`src/rtl/mem_stage_lsu_if.sv`:
```
// Data-bus request/response channel between the memory-stage LSU and the data memory.
// Zero latency: plain wires with no storage.
// The request half is valid/ready; the response half is valid-only and cannot be stalled.
interface mem_stage_lsu_if #(
  parameter int ADDR_WIDTH = 64,
  parameter int DATA_WIDTH = 64
);
  logic                    dbus_req_valid;
  logic                    dbus_req_ready;
  logic                    dbus_req_write;
  logic [ADDR_WIDTH-1:0]   dbus_req_addr;
  logic [DATA_WIDTH-1:0]   dbus_req_wdata;
  logic [DATA_WIDTH/8-1:0] dbus_req_wstrb;
  logic                    dbus_resp_valid;
  logic [DATA_WIDTH-1:0]   dbus_resp_rdata;

  // LSU side: it issues requests and consumes responses.
  modport master (
    output dbus_req_valid, dbus_req_write, dbus_req_addr, dbus_req_wdata, dbus_req_wstrb,
    input  dbus_req_ready, dbus_resp_valid, dbus_resp_rdata
  );

  // Memory side: it accepts requests and returns responses.
  modport slave (
    input  dbus_req_valid, dbus_req_write, dbus_req_addr, dbus_req_wdata, dbus_req_wstrb,
    output dbus_req_ready, dbus_resp_valid, dbus_resp_rdata
  );
endinterface

```
`src/rtl/mem_stage_lsu.sv`:
```
// Memory-stage load/store unit: one outstanding dbus transaction, lane steering, and load extension.
// Latency: minimum 3 stall cycles, with lsu_done in the 4th; forced completion after TIMEOUT_CYCLES in REQ+WAIT.
// Backpressure: holds dbus_req_valid until dbus_req_ready, and stalls the upstream register until DONE.
// Optional: `define LSU_MISALIGN_CHECK_EN to trap misaligned accesses instead of aligning them down.
module mem_stage_lsu #(
  parameter int ADDR_WIDTH     = 64,
  parameter int DATA_WIDTH     = 64,
  parameter int TIMEOUT_CYCLES = 255
) (
  input  logic                  clock,
  input  logic                  reset_n,
  input  logic                  instr_valid,
  input  logic                  is_load,
  input  logic                  is_store,
  input  logic                  is_unsigned,
  input  logic [3:0]            ls_size,
  input  logic [ADDR_WIDTH-1:0] ls_address,
  input  logic [DATA_WIDTH-1:0] store_data,
  mem_stage_lsu_if.master       dbus,
  output logic                  lsu_stall,
  output logic                  lsu_done,
  output logic [DATA_WIDTH-1:0] opload_read_data_wb,
  output logic                  bus_timeout,
  output logic                  misalign_exc
);

  typedef enum logic [1:0] {IDLE, REQ, WAIT, DONE} state_t;

  // A 10-bit counter covers the full 2..1023 timeout range.
  localparam int              CNT_W    = 10;
  localparam logic [CNT_W-1:0] TMO_LAST = CNT_W'(TIMEOUT_CYCLES - 1);

  state_t           state;
  logic [CNT_W-1:0] tmo_cnt;

  // Operation attributes, latched when the op leaves IDLE.
  logic       op_store;
  logic       op_unsigned;
  logic [1:0] op_sz_log2;
  logic [2:0] op_off;

  logic       mem_op;
  logic       tmo_hit;
  logic [1:0] sz_log2;
  logic [7:0] strb_base;
  logic [2:0] raw_off;
  logic [2:0] lane_off;
  logic [7:0] wstrb_nxt;
  logic [63:0] wdata_nxt;
  logic [63:0] load_shifted;
  logic [63:0] load_ext;

  assign mem_op  = instr_valid & (is_load | is_store);
  assign raw_off = ls_address[2:0];
  assign tmo_hit = (tmo_cnt == TMO_LAST);

  // Decode the one-hot size; any illegal code is handled as a doubleword.
  always_comb begin
    sz_log2   = 2'd3;
    strb_base = 8'hFF;
    case (ls_size)
      4'b0001: begin sz_log2 = 2'd0; strb_base = 8'h01; end
      4'b0010: begin sz_log2 = 2'd1; strb_base = 8'h03; end
      4'b0100: begin sz_log2 = 2'd2; strb_base = 8'h0F; end
      default: begin sz_log2 = 2'd3; strb_base = 8'hFF; end
    endcase
  end

`ifdef LSU_MISALIGN_CHECK_EN
  logic misaligned;

  // Misaligned accesses are trapped, so the raw offset is used directly for lanes.
  always_comb begin
    lane_off = raw_off;
    case (sz_log2)
      2'd1:    misaligned = raw_off[0];
      2'd2:    misaligned = |raw_off[1:0];
      2'd3:    misaligned = |raw_off;
      default: misaligned = 1'b0;
    endcase
  end
`else
  // Without trapping, clear the offset bits below the access size so the access never crosses 8 bytes.
  always_comb begin
    case (sz_log2)
      2'd0:    lane_off = raw_off;
      2'd1:    lane_off = {raw_off[2:1], 1'b0};
      2'd2:    lane_off = {raw_off[2], 2'b00};
      default: lane_off = 3'b000;
    endcase
  end

  assign misalign_exc = 1'b0;
`endif

  assign wstrb_nxt    = strb_base << lane_off;
  assign wdata_nxt    = store_data << {lane_off, 3'b000};
  assign load_shifted = dbus.dbus_resp_rdata >> {op_off, 3'b000};

  // Select the addressed bytes of the response and extend them to 64 bits.
  always_comb begin
    load_ext = load_shifted;
    case (op_sz_log2)
      2'd0:    load_ext = {{56{~op_unsigned & load_shifted[7]}},  load_shifted[7:0]};
      2'd1:    load_ext = {{48{~op_unsigned & load_shifted[15]}}, load_shifted[15:0]};
      2'd2:    load_ext = {{32{~op_unsigned & load_shifted[31]}}, load_shifted[31:0]};
      default: load_ext = load_shifted;
    endcase
  end

  // The stall is combinational, so the pipeline register is held in the same cycle the op appears.
  assign lsu_stall = ((state == IDLE) & mem_op) | (state == REQ) | (state == WAIT);

  // Transaction FSM, with registered bus request, completion pulses and load result.
  always_ff @(posedge clock or negedge reset_n) begin
    if (!reset_n) begin
      state               <= IDLE;
      tmo_cnt             <= '0;
      op_store            <= 1'b0;
      op_unsigned         <= 1'b0;
      op_sz_log2          <= 2'd0;
      op_off              <= 3'd0;
      dbus.dbus_req_valid <= 1'b0;
      dbus.dbus_req_write <= 1'b0;
      dbus.dbus_req_addr  <= '0;
      dbus.dbus_req_wdata <= '0;
      dbus.dbus_req_wstrb <= '0;
      lsu_done            <= 1'b0;
      opload_read_data_wb <= '0;
      bus_timeout         <= 1'b0;
`ifdef LSU_MISALIGN_CHECK_EN
      misalign_exc        <= 1'b0;
`endif
    end else begin
      lsu_done    <= 1'b0;
      bus_timeout <= 1'b0;
`ifdef LSU_MISALIGN_CHECK_EN
      misalign_exc <= 1'b0;
`endif
      case (state)
        IDLE: begin
          tmo_cnt <= '0;
          if (mem_op) begin
            op_store    <= is_store;
            op_unsigned <= is_unsigned;
            op_sz_log2  <= sz_log2;
            op_off      <= lane_off;
`ifdef LSU_MISALIGN_CHECK_EN
            if (misaligned) begin
              state               <= DONE;
              lsu_done            <= 1'b1;
              misalign_exc        <= 1'b1;
              opload_read_data_wb <= '0;
            end else
`endif
            begin
              state               <= REQ;
              dbus.dbus_req_valid <= 1'b1;
              dbus.dbus_req_write <= is_store;
              dbus.dbus_req_addr  <= {ls_address[ADDR_WIDTH-1:3], 3'b000};
              dbus.dbus_req_wdata <= wdata_nxt;
              dbus.dbus_req_wstrb <= is_store ? wstrb_nxt : 8'h00;
            end
          end
        end
        REQ: begin
          if (tmo_hit) begin
            state               <= DONE;
            dbus.dbus_req_valid <= 1'b0;
            opload_read_data_wb <= '0;
            bus_timeout         <= 1'b1;
            lsu_done            <= 1'b1;
          end else begin
            tmo_cnt <= tmo_cnt + 1'b1;
            if (dbus.dbus_req_ready) begin
              state               <= WAIT;
              dbus.dbus_req_valid <= 1'b0;
            end
          end
        end
        WAIT: begin
          if (tmo_hit) begin
            state               <= DONE;
            opload_read_data_wb <= '0;
            bus_timeout         <= 1'b1;
            lsu_done            <= 1'b1;
          end else if (dbus.dbus_resp_valid) begin
            state               <= DONE;
            lsu_done            <= 1'b1;
            opload_read_data_wb <= op_store ? 64'd0 : load_ext;
          end else begin
            tmo_cnt <= tmo_cnt + 1'b1;
          end
        end
        DONE: state <= IDLE;
        default: state <= IDLE;
      endcase
    end
  end

endmodule

```
`src/flat_wrapper.sv`:
```
// flat-port wrapper written by rule: the top's interface ports become plain ports
module mem_stage_lsu_flat 
#(
  parameter int ADDR_WIDTH     = 64,
  parameter int DATA_WIDTH     = 64,
  parameter int TIMEOUT_CYCLES = 255
)
  (clock, reset_n, instr_valid, is_load, is_store, is_unsigned, ls_size, ls_address, store_data, lsu_stall, lsu_done, opload_read_data_wb, bus_timeout, misalign_exc, dbus_dbus_req_valid, dbus_dbus_req_write, dbus_dbus_req_addr, dbus_dbus_req_wdata, dbus_dbus_req_wstrb, dbus_dbus_req_ready, dbus_dbus_resp_valid, dbus_dbus_resp_rdata);
  mem_stage_lsu_if #(.ADDR_WIDTH(ADDR_WIDTH), .DATA_WIDTH(DATA_WIDTH)) dbus_i ();
  input  logic clock;
  input  logic reset_n;
  input  logic instr_valid;
  input  logic is_load;
  input  logic is_store;
  input  logic is_unsigned;
  input  logic [3:0] ls_size;
  input  logic [ADDR_WIDTH-1:0] ls_address;
  input  logic [DATA_WIDTH-1:0] store_data;
  output logic lsu_stall;
  output logic lsu_done;
  output logic [DATA_WIDTH-1:0] opload_read_data_wb;
  output logic bus_timeout;
  output logic misalign_exc;
  output wire logic [$bits(dbus_i.dbus_req_valid)-1:0] dbus_dbus_req_valid;
  output wire logic [$bits(dbus_i.dbus_req_write)-1:0] dbus_dbus_req_write;
  output wire logic [$bits(dbus_i.dbus_req_addr)-1:0] dbus_dbus_req_addr;
  output wire logic [$bits(dbus_i.dbus_req_wdata)-1:0] dbus_dbus_req_wdata;
  output wire logic [$bits(dbus_i.dbus_req_wstrb)-1:0] dbus_dbus_req_wstrb;
  input wire logic [$bits(dbus_i.dbus_req_ready)-1:0] dbus_dbus_req_ready;
  input wire logic [$bits(dbus_i.dbus_resp_valid)-1:0] dbus_dbus_resp_valid;
  input wire logic [$bits(dbus_i.dbus_resp_rdata)-1:0] dbus_dbus_resp_rdata;
  assign dbus_dbus_req_valid = dbus_i.dbus_req_valid;
  assign dbus_dbus_req_write = dbus_i.dbus_req_write;
  assign dbus_dbus_req_addr = dbus_i.dbus_req_addr;
  assign dbus_dbus_req_wdata = dbus_i.dbus_req_wdata;
  assign dbus_dbus_req_wstrb = dbus_i.dbus_req_wstrb;
  assign dbus_i.dbus_req_ready = dbus_dbus_req_ready;
  assign dbus_i.dbus_resp_valid = dbus_dbus_resp_valid;
  assign dbus_i.dbus_resp_rdata = dbus_dbus_resp_rdata;
  mem_stage_lsu #(.ADDR_WIDTH(ADDR_WIDTH), .DATA_WIDTH(DATA_WIDTH), .TIMEOUT_CYCLES(TIMEOUT_CYCLES)) u_core (.clock(clock), .reset_n(reset_n), .instr_valid(instr_valid), .is_load(is_load), .is_store(is_store), .is_unsigned(is_unsigned), .ls_size(ls_size), .ls_address(ls_address), .store_data(store_data), .dbus(dbus_i), .lsu_stall(lsu_stall), .lsu_done(lsu_done), .opload_read_data_wb(opload_read_data_wb), .bus_timeout(bus_timeout), .misalign_exc(misalign_exc));
endmodule
```
`config.mk`:
```
export PLATFORM = sky130hd
export DESIGN_NAME = mem_stage_lsu_flat
export DESIGN_NICKNAME = d
export VERILOG_FILES = /design/src/rtl/mem_stage_lsu_if.sv /design/src/rtl/mem_stage_lsu.sv /design/src/flat_wrapper.sv
export SDC_FILE = /design/constraint.sdc
export NUM_CORES = 1
export LEC_CHECK = 0
export BUFFER_PORTS_ARGS = -buffer_cell sky130_fd_sc_hd__buf_2
export CAP_MARGIN = 25
export CORE_MARGIN = 1
export CORE_UTILIZATION = 45
export DETAILED_ROUTE_END_ITERATION = 10
export GPL_ROUTABILITY_DRIVEN = 0
export HOLD_SLACK_MARGIN = 0.08
export PLACE_DENSITY = 0.77
export SYNTH_ARGS = -nofsm -noshare
export SYNTH_HDL_FRONTEND = slang
export SYNTH_SLANG_ARGS = --single-unit
```
`constraint.sdc`:
```
create_clock -name clock -period 2.4 [get_ports clock]
set_input_delay 0.6 -clock clock [delete_from_list [all_inputs] [get_ports clock]]
set_output_delay 0.6 -clock clock [all_outputs]
set_load 0.1 [all_outputs]
```
# [Yosys cells after proc, flatten, opt, wreduce, memory -nomap -nowiden]
# Index checks and enable logic that the tools add are counted.
[op_classes] n_addsub=1 eq_ne=18 shift=3 mux=29 bitwise=9 n_reduce_logical=12
[op_table] op="$mux 64" count=4
[op_table] op="$pmux 64 s3" count=1
[op_table] op="$pmux 64 s2" count=1
[op_table] op="$shl 64x6->64" count=1
[op_table] op="$shr 64x6->64" count=1
[op_table] op="$mux 10" count=3
[op_table] op="$pmux 10 s3" count=1
[op_table] op="$pmux 8 s3" count=1
[op_table] op="$add 10x1->10 const B" count=1
[op_table] op="$eq 10x8->1 const B" count=1
[op_table] op="$mux 2" count=5
[op_table] op="$pmux 3 s3" count=1
[op_table] op="$reduce_and 3->1" count=3
[op_table] op="$eq 2x2->1 const B" count=4
[op_table] op="$mux 8" count=1
[op_table] op="$pmux 2 s4" count=1
[op_table] op="$shl 8x3->8" count=1
[op_table] op="$mux 1" count=7
[op_table] op="$eq 2x1->1 const B" count=3
[op_table] op="$logic_not 2->1" count=3
[op_table] op="$ne 2x2->1 const B" count=3
[op_table] op="$ne 3x2->1 const B" count=2
[op_table] op="$pmux 2 s3" count=1
[op_table] op="$and 1x1->1" count=5
[op_table] op="12 further kinds" count=17
[word_totals] ff_bits=219 input_bits=204 out_inout_bits=206 wordCells=85

# [Logic depth before layout (Yosys ltp)]
# Gate-level depths: netlist (run 1).
[logic_depth] depth_word=7 depth_mapped=9

# [Worst setup path before layout (run 1)]
# OpenSTA, ideal clock, no wires.
[synth_path] kind="input to output" from="in is_store" to="out lsu_stall" arrival_time_ns=2.288 t_required_ns=1.800 slack_ns=-0.488 stages=6 path_buffers=3 path_cell_list="o21ai_0 > or2_2 > clkbuf_1 > buf_2 > buf_1 > nand2_1"
[synth_via] elab_chain_len=5
[synth_lines] item="start, declared" line="flat_wrapper.sv:14" rtl="input logic is_store;"
[synth_lines] item="$or 1x1->1" line="mem_stage_lsu.sv:53" rtl="assign mem_op = instr_valid & (is_load | is_store);"
[synth_lines] item="$and 1x1->1" line="mem_stage_lsu.sv:53"
[synth_lines] item="$and 1x1->1" line="mem_stage_lsu.sv:112" rtl="assign lsu_stall = ((state == IDLE) & mem_op) | (state == REQ) | (state == WAIT);"
[synth_lines] item="$or 1x1->1 (2 in a row)" line="mem_stage_lsu.sv:112"
[synth_lines] item="end, declared" line="flat_wrapper.sv:19" rtl="output logic lsu_stall;"
# Every way passes these cells.

# [Worst setup path in the final report (run 1)]
[layout_path] from="reg u_core.state[0]" to="out lsu_stall"
[layout_via] elab_chain_len=4 word_cells_on_any_way=6
[layout_lines] item="start, declared" line="mem_stage_lsu.sv:33" rtl="state_t state;"
[layout_lines] item="start signal, assigned" line="mem_stage_lsu.sv:117" rtl="state <= IDLE;"
[layout_lines] item="start signal, assigned" line="mem_stage_lsu.sv:157" rtl="state <= REQ;"
[layout_lines] item="start signal, assigned" line="mem_stage_lsu.sv:168" rtl="state <= DONE;"
[layout_lines] item="$logic_not 2->1" line="mem_stage_lsu.sv:112"
[layout_lines] item="$and 1x1->1" line="mem_stage_lsu.sv:112"
[layout_lines] item="$or 1x1->1" line="mem_stage_lsu.sv:112"
[layout_lines] item="$or 1x1->1 (*)" line="mem_stage_lsu.sv:112"
# Mark *: on every way between the ends. The rest lies on a longest branch, timed or not.

==> results of run 1 <==
==> final cells by class <==
type                    instances  area share (%)
flip-flops and latches        219            34.1
repair buffers                473            17.0
inverters                      14           0.342
diodes                          3          0.0467
clock buffers                  34            4.74
clock inverters                12            1.10
multi-input cells             931            40.0
well taps                     341            2.65
==> layout by cell type (no fill, tap or decap), drive strengths merged, types with 4 or more instances in the layout <==
| cell type | instances |
|---|---|
| a211o | 14 |
| a211oi | 13 |
| a21boi | 16 |
| a21o | 5 |
| a21oi | 23 |
| a221o | 23 |
| a221oi | 10 |
| a222oi | 5 |
| a22o | 18 |
| a22oi | 13 |
| a2bb2oi | 8 |
| and2 | 7 |
| and3 | 11 |
| buf | 472 |
| bufinv | 4 |
| clkbuf | 34 |
| conb | 4 |
| dfrtp | 219 |
| ha | 7 |
| inv | 17 |
| mux2 | 55 |
| mux2i | 80 |
| mux4 | 14 |
| nand2 | 306 |
| nand2b | 13 |
| nand3 | 9 |
| nand4 | 10 |
| nor2 | 37 |
| nor2b | 7 |
| nor3 | 12 |
| o21ai | 86 |
| o221a | 8 |
| o221ai | 9 |
| o22ai | 16 |
| o31a | 8 |
| o31ai | 37 |
| o32ai | 9 |
| or2 | 4 |
==> worst max-delay path, cell delays in order (launching register included) <==
cell	delay [ns]
dfrtp_1	0.40
inv_2	0.11
ha_4	0.16
inv_4	0.03
or2_4	0.24
nand2_4	0.10
buf_12	0.18
==> stage by stage <==
step / TNS [ns] / utilization, %
floorplan: 0 / -
global placement: 0 / 55.8
detailed placement: -0.0147 / 55.8
CTS: 0 / 59.5
global route: -0.0358 / 59.7
finish: 0 / 59.7
==> sequential cells by signal, summed over array words and instances (netlist names) <==
name and flops:
u_core.dbus.dbus_req_wdata 64, u_core.opload_read_data_wb 64, u_core.dbus.dbus_req_addr 61, u_core.tmo_cnt 10, u_core.dbus.dbus_req_wstrb 8, u_core.op_off 3, u_core.op_sz_log2 2, u_core.state 2
u_core.bus_timeout 1, u_core.dbus.dbus_req_valid 1, u_core.dbus.dbus_req_write 1, u_core.lsu_done 1, u_core.op_unsigned 1
==> how the worst max path moves through the flow <==
stage                          startpoint                        endpoint  cells after the start
after floorplan                  is_store                       lsu_stall                      6
after global placement         ls_size[1]  u_core.dbus.dbus_req_wdata[54]                      8
after detailed placement       ls_size[1]  u_core.dbus.dbus_req_wdata[62]                      8
after CTS                 u_core.state[0]                       lsu_stall                      5
after global routing      u_core.state[1]                       lsu_stall                      6
final                     u_core.state[0]                       lsu_stall                      6
==> cell families after synthesis <==
logic type               count (synthesis)  synth area share [%]
AO/OA/AOI/OAI                          337                  21.0
multiplexers                           149                  14.0
adder cells (fa/ha/maj)                  7                 0.707
AND/OR/NAND/NOR                        431                  15.3
buffers and inverters                  119                  4.54
XOR/XNOR                                 3                 0.212
other                                    1                0.0303
flip-flops                             219                  44.2
==> routing by layer <==
metal,routed length [um],global-route usage [%]
met1,16000,36.1
met2,20000,47.5
met3,4120,6.65
met4,1910,15.0
met5,0,0
==> repair_timing <==
item,4_1_cts,5_1_grt
hold buffers,1,0
setup endpoints to repair,3,51
endpoints found under the hold margin,9,0
buffers inserted,5,2
pin swaps,2,1
gates resized for setup,8,6
gates cloned,0,0
==> flow_summary_export.csv, run 1 <==
group,metric,value,unit
cells_and_area,multi_input_area,6440,um^2
critical_path,cp.required,1.80,ns
critical_path,r2r-end,"u_core.opload_read_data_wb[33]",
yosys,syn_area,12400,um^2
floorplanning,core,27000,um^2
placed_design,place_area,15000,um^2
critical_path,end_kind,"primary output",
yosys,yosysMostFrequentCell,"nand2_1",
yosys,synth_area_per_cell,9.79,um^2
yosys,synth_top_cell_by_area,"dfrtp_1",
hold_path,hold_start,"ls_address[31]",
hold_path,holdPathEnd,"u_core.dbus.dbus_req_addr[31]",
critical_path,rr_startpoint,"u_core.op_off[1]",
clocking,clk_pin_slew,0.06,ns
hold_path,hold_depth,3,
sta,worst_slack,0.0329,ns
cells_and_area,fillerInstances,2213,
yosys,ys_types,70,
cells_and_area,instances_no_fill,2027,
critical_path,r2r_cells,6,
sta,hold_viol,0,
cells_and_area,layout-drive-gt1-share,38.6,%
clocking,numCtsBuffers,26,
global_route,grt_pass1_vias,11800,
sta,timing.final.crit_share,98.6,%
yosys,synth_cells,1266,
drt,routed_wl,42000,um
placed_design,dp_hpwl,31200,um
floorplanning,die_h,168,um
clocking,clockBufferDepth,3,
critical_path,r2r_setup_slack,0.12,ns
yosys,ys_seq_area_share,44.2,%
yosys,synth_common_cells,"305 x nand2_1, 219 x dfrtp_1, 82 x o21ai_0, 80 x mux2i_1, 57 x clkbuf_1",
global_route,grt_use_total,29.1,%
sta,worst_clock_skew,0.0244,ns
drt,vias,12100,
yosys,synthArstFlopShare,100,%
yosys,synthFlopType,"dfrtp_1",
placed_design,dp_slack,-0.0147,ns
clocking,htreeDepth,1,
yosys,synth.area.top_cells,"dfrtp_1 44%, nand2_1 9.2%, mux2i_1 6.5%, mux2_2 5.0%, o21ai_0 3.3%",
yosys,synth.top_cell.area_share,44.2,%
hold_path,hold_path_class,"in -> reg",
critical_path,cp.arrival,1.77,ns
cells_and_area,finalInstanceArea,16100,um^2
outcome,status,"complete, no violations",
sta,slew_viol_final,0,
clocking,worstSkewPairLatency,0.54,ns
drt,dr.pass1.iters,6,
sta,setup_viol,0,
floorplanning,dieArea,28200,um^2
drt,routed_via_density,5.96,
critical_path,critical_path_class,"reg -> out",
clocking,tritoncts,"done",
placed_design,dp.cells,1970,
cells_and_area,seq_area,5490,um^2
yosys,synth_warnings,0,
drt,routedWlPerCell,20.7,um
yosys,synth-seq-cells,219,
sta,hold-worst-slack,0.249,ns
job,maxCapViolations,0,
critical_path,crit_fanout,4,
floorplanning,rows,60,
cells_and_area,num-nets-final,1876,
sta,post-route-min-period,2.37,ns
sta,tightest_slew,0.600,ns
floorplanning,initial_core_util,46.0,%
global_route,antenna_found_initial,3,
sta,relSlewSlack,60.0,%
sta,fmax,0.422,GHz
placed_design,portBuffers,405,
clocking,cts_sinks,219,
floorplanning,io_pins,410,
drt,ant_nets,0,
sta,rsz0062_at_grt,"true",
critical_path,worstSetupStartpointType,"register",
global_route,grt_remaining_overflow,0,
global_route,grt_pass1_wl,64700,um
global_route,grt_max_degree,92,
yosys,synth_edf_count,0,
floorplanning,chipWidth,168,um
drt,drt_iter0_markers,1565,
clocking,cts-root-buf,"clkbuf_16",
drt,drc,0,
cells_and_area,area_delta_synth_final,29.9,%
Power of run 1 is left out: the tool's default activity adds up to more than one toggle a clock period on the data nets, which glitch-free logic cannot reach.
==> inputs of run 2 (changes only) <==
ABC_AREA = 1   (was not set)
CORE_UTILIZATION = 40   (was 45)
PLACE_DENSITY = 0.7   (was 0.77)
==> run 2 against run 1 <==
Cell area shrank 3.0%. Worst hold slack gained 0.026 ns. Critical path type unchanged. Synthesized area shrank 1.7%. First-iteration DRC count shrank 27%. Sequential share of layout area grew 1.0 points. Critical path depth shrank 1. Routed wire length grew 3.4%. Non-clock buffer count shrank 15.
==> flow_summary_export.csv, run 2 <==
group,metric,value,unit
cells_and_area,area_delta_synth_final,28.1,%
sta,fmax,0.433,GHz
yosys,synth.top_cell.area_share,45.0,%
global_route,grt_pass1_wl,66700,um
critical_path,cp.required,1.80,ns
sta,rsz0062_at_grt,"false",
global_route,grt_remaining_overflow,0,
clocking,clk_pin_slew,0.06,ns
cells_and_area,layout_commonest_cell,"nand2_1",
yosys,synth_warnings,0,
floorplanning,io_pins,410,
cells_and_area,multi_input_area,5920,um^2
drt,ant_nets,0,
global_route,antenna_found_initial,8,
global_route,grt_use_total,27.2,%
sta,post-route-min-period,2.31,ns
critical_path,r2r_setup_slack,0.23,ns
floorplanning,core,29800,um^2
yosys,synthFlopType,"dfrtp_1",
clocking,htreeDepth,1,
yosys,yosysMostFrequentCell,"nand2_1",
placed_design,portBuffers,405,
hold_path,hold_path_class,"in -> reg",
drt,drt_iter0_markers,1138,
cells_and_area,final_util,52.4,%
sta,fin_tns_setup,0,ns
drt,dr.pass1.iters,6,
sta,hold-worst-slack,0.274,ns
clocking,cts_sinks,219,
outcome,status,"complete, no violations",
sta,relSlewSlack,58.8,%
global_route,grt_max_degree,122,
yosys,ys_types,41,
drt,drc,0,
drt,vias,13100,
sta,worst_clock_skew,0.0189,ns
floorplanning,rows,63,
yosys,synth_top_cell_by_area,"dfrtp_1",
clocking,cts_setup_buffers,0,
yosys,ys_seq_area_share,45.0,%
critical_path,end_kind,"primary output",
yosys,synthArstFlopShare,100,%
yosys,synth_cells,1705,
clocking,numCtsBuffers,25,
placed_design,dp_hpwl,32400,um
floorplanning,initial_core_util,40.9,%
yosys,synth_edf_count,0,
critical_path,cp.arrival,1.71,ns
sta,slew_viol_final,0,
clocking,cts-root-buf,"clkbuf_16",
cells_and_area,layout-drive-gt1-share,26.2,%
yosys,synth.area.top_cells,"dfrtp_1 45%, nand2_1 24%, nand3_1 7.1%, o21ai_0 6.1%, buf_2 1.8%",
cells_and_area,seq_area,5480,um^2
cells_and_area,fillerInstances,2949,
floorplanning,die_h,177,um
job,maxCapViolations,0,
cells_and_area,num-nets-final,2287,
critical_path,critical_path_class,"reg -> out",
cells_and_area,biggestRegsByFlops,"u_core.dbus.dbus_req_wdata x64, u_core.opload_read_data_wb x64, u_core.dbus.dbus_req_addr x61",
critical_path,crit_fanout,5,
drt,routed_via_density,5.27,
drt,routed_wl,43500,um
global_route,grt_pass1_vias,12200,
sta,timing.final.crit_share,96.1,%
cells_and_area,final_cell_mix,"767 x nand2_1, 403 x buf_2, 219 x dfrtp_1",
yosys,syn_area,12200,um^2
yosys,synth-seq-cells,219,
clocking,tritoncts,"done",
sta,hold_viol,0,
floorplanning,dieArea,31200,um^2
sta,setup_viol,0,
yosys,synth_common_cells,"769 x nand2_1, 219 x dfrtp_1, 174 x nand3_1, 149 x o21ai_0, 58 x inv_1",
sta,tightest_slew,0.612,ns
clocking,worstSkewPairLatency,0.53,ns
clocking,clockBufferDepth,3,
critical_path,worstSetupStartpointType,"register",
yosys,synth_area_per_cell,7.14,um^2
floorplanning,chipWidth,177,um
drt,routedWlPerCell,17.5,um
## run 2: cell count changes in the layout (fill, tap and decap cells not counted), sizes merged, moves of 16 or more
cell / previous run / this run
o211ai: 3 / 25
or2: 4 / 28
o21ai: 86 / 156
nand2: 306 / 774
o31ai: 37 / 10
a221o: 23 / 0
o22ai: 16 / 0
inv: 17 / 65
mux2i: 80 / 4
mux2: 55 / 0
a21boi: 16 / 0
nand3: 9 / 177
## run 2: critical path: stages (launching register included)
cell,delay (ns)
dfrtp_1,0.42
inv_1,0.14
ha_2,0.23
nand3_4,0.13
nand2_4,0.10
buf_12,0.17
## run 2: worst paths after layout
kind,start,to,depth (start not counted)
max in group asynchronous,reset_n,u_core.opload_read_data_wb[20],3
max reg2reg,u_core.op_off[2],u_core.opload_read_data_wb[16],8
min,ls_address[35],u_core.dbus.dbus_req_addr[35],3
max,u_core.state[1],lsu_stall,5
min reg2reg,u_core.dbus.dbus_req_addr[48],u_core.dbus.dbus_req_addr[48],2
min in group asynchronous,reset_n,u_core.opload_read_data_wb[35],2
## run 2: through the flow
step	instance area, um^2	setup WS, ns	instances
2_1_floorplan	12200	0.0722	1708
3_3_place_gp	14700	0.186	2438
3_5_place_dp	14700	0.117	2438
4_1_cts	15600	0.0325	2482
5_1_grt	15600	0.0158	2485
6_report	15600	0.0930	2488
## run 2: cells by family (layout without fill, tap and decap cells)
logic type	count (synthesis)	in the layout	synth area share (%)
muxes	4	4	0.329
AOI/OAI and AO/OA	248	248	11.5
adders and majority gates	7	7	0.719
DFF	219	219	45.0
xor gates and xnor gates	3	3	0.216
other	1	10	0.0308
and+or+nand+nor	1042	1042	35.4
buffers and inverters	181	565	6.85
## run 2: cell type report
class | instances | area share [%]
inverter | 64 | 1.56
timing repair buffer | 458 | 16.9
clock buffer | 37 | 4.68
clock inverter | 6 | 0.537
tap | 390 | 3.13
multi-input combinational | 1308 | 38.0
sequential | 219 | 35.1
antenna | 6 | 0.0962
## run 2: metal layers
layer | GRT usage (%) | share of wire, %
met1 | 35.3 | 41
met2 | 44.0 | 47
met3 | 6.46 | 8.9
met4 | 10.2 | 3.5
met5 | 0 | 0.094
## run 2: what timing repair did
action | in CTS | in global routing
hold buffers | 1 | 0
endpoints found under the hold margin | 37 | 0
resized for setup | 2 | 3
setup endpoints to repair | 1 | 1
gates cloned | 0 | 0
Power of run 2 is left out for the same reason.
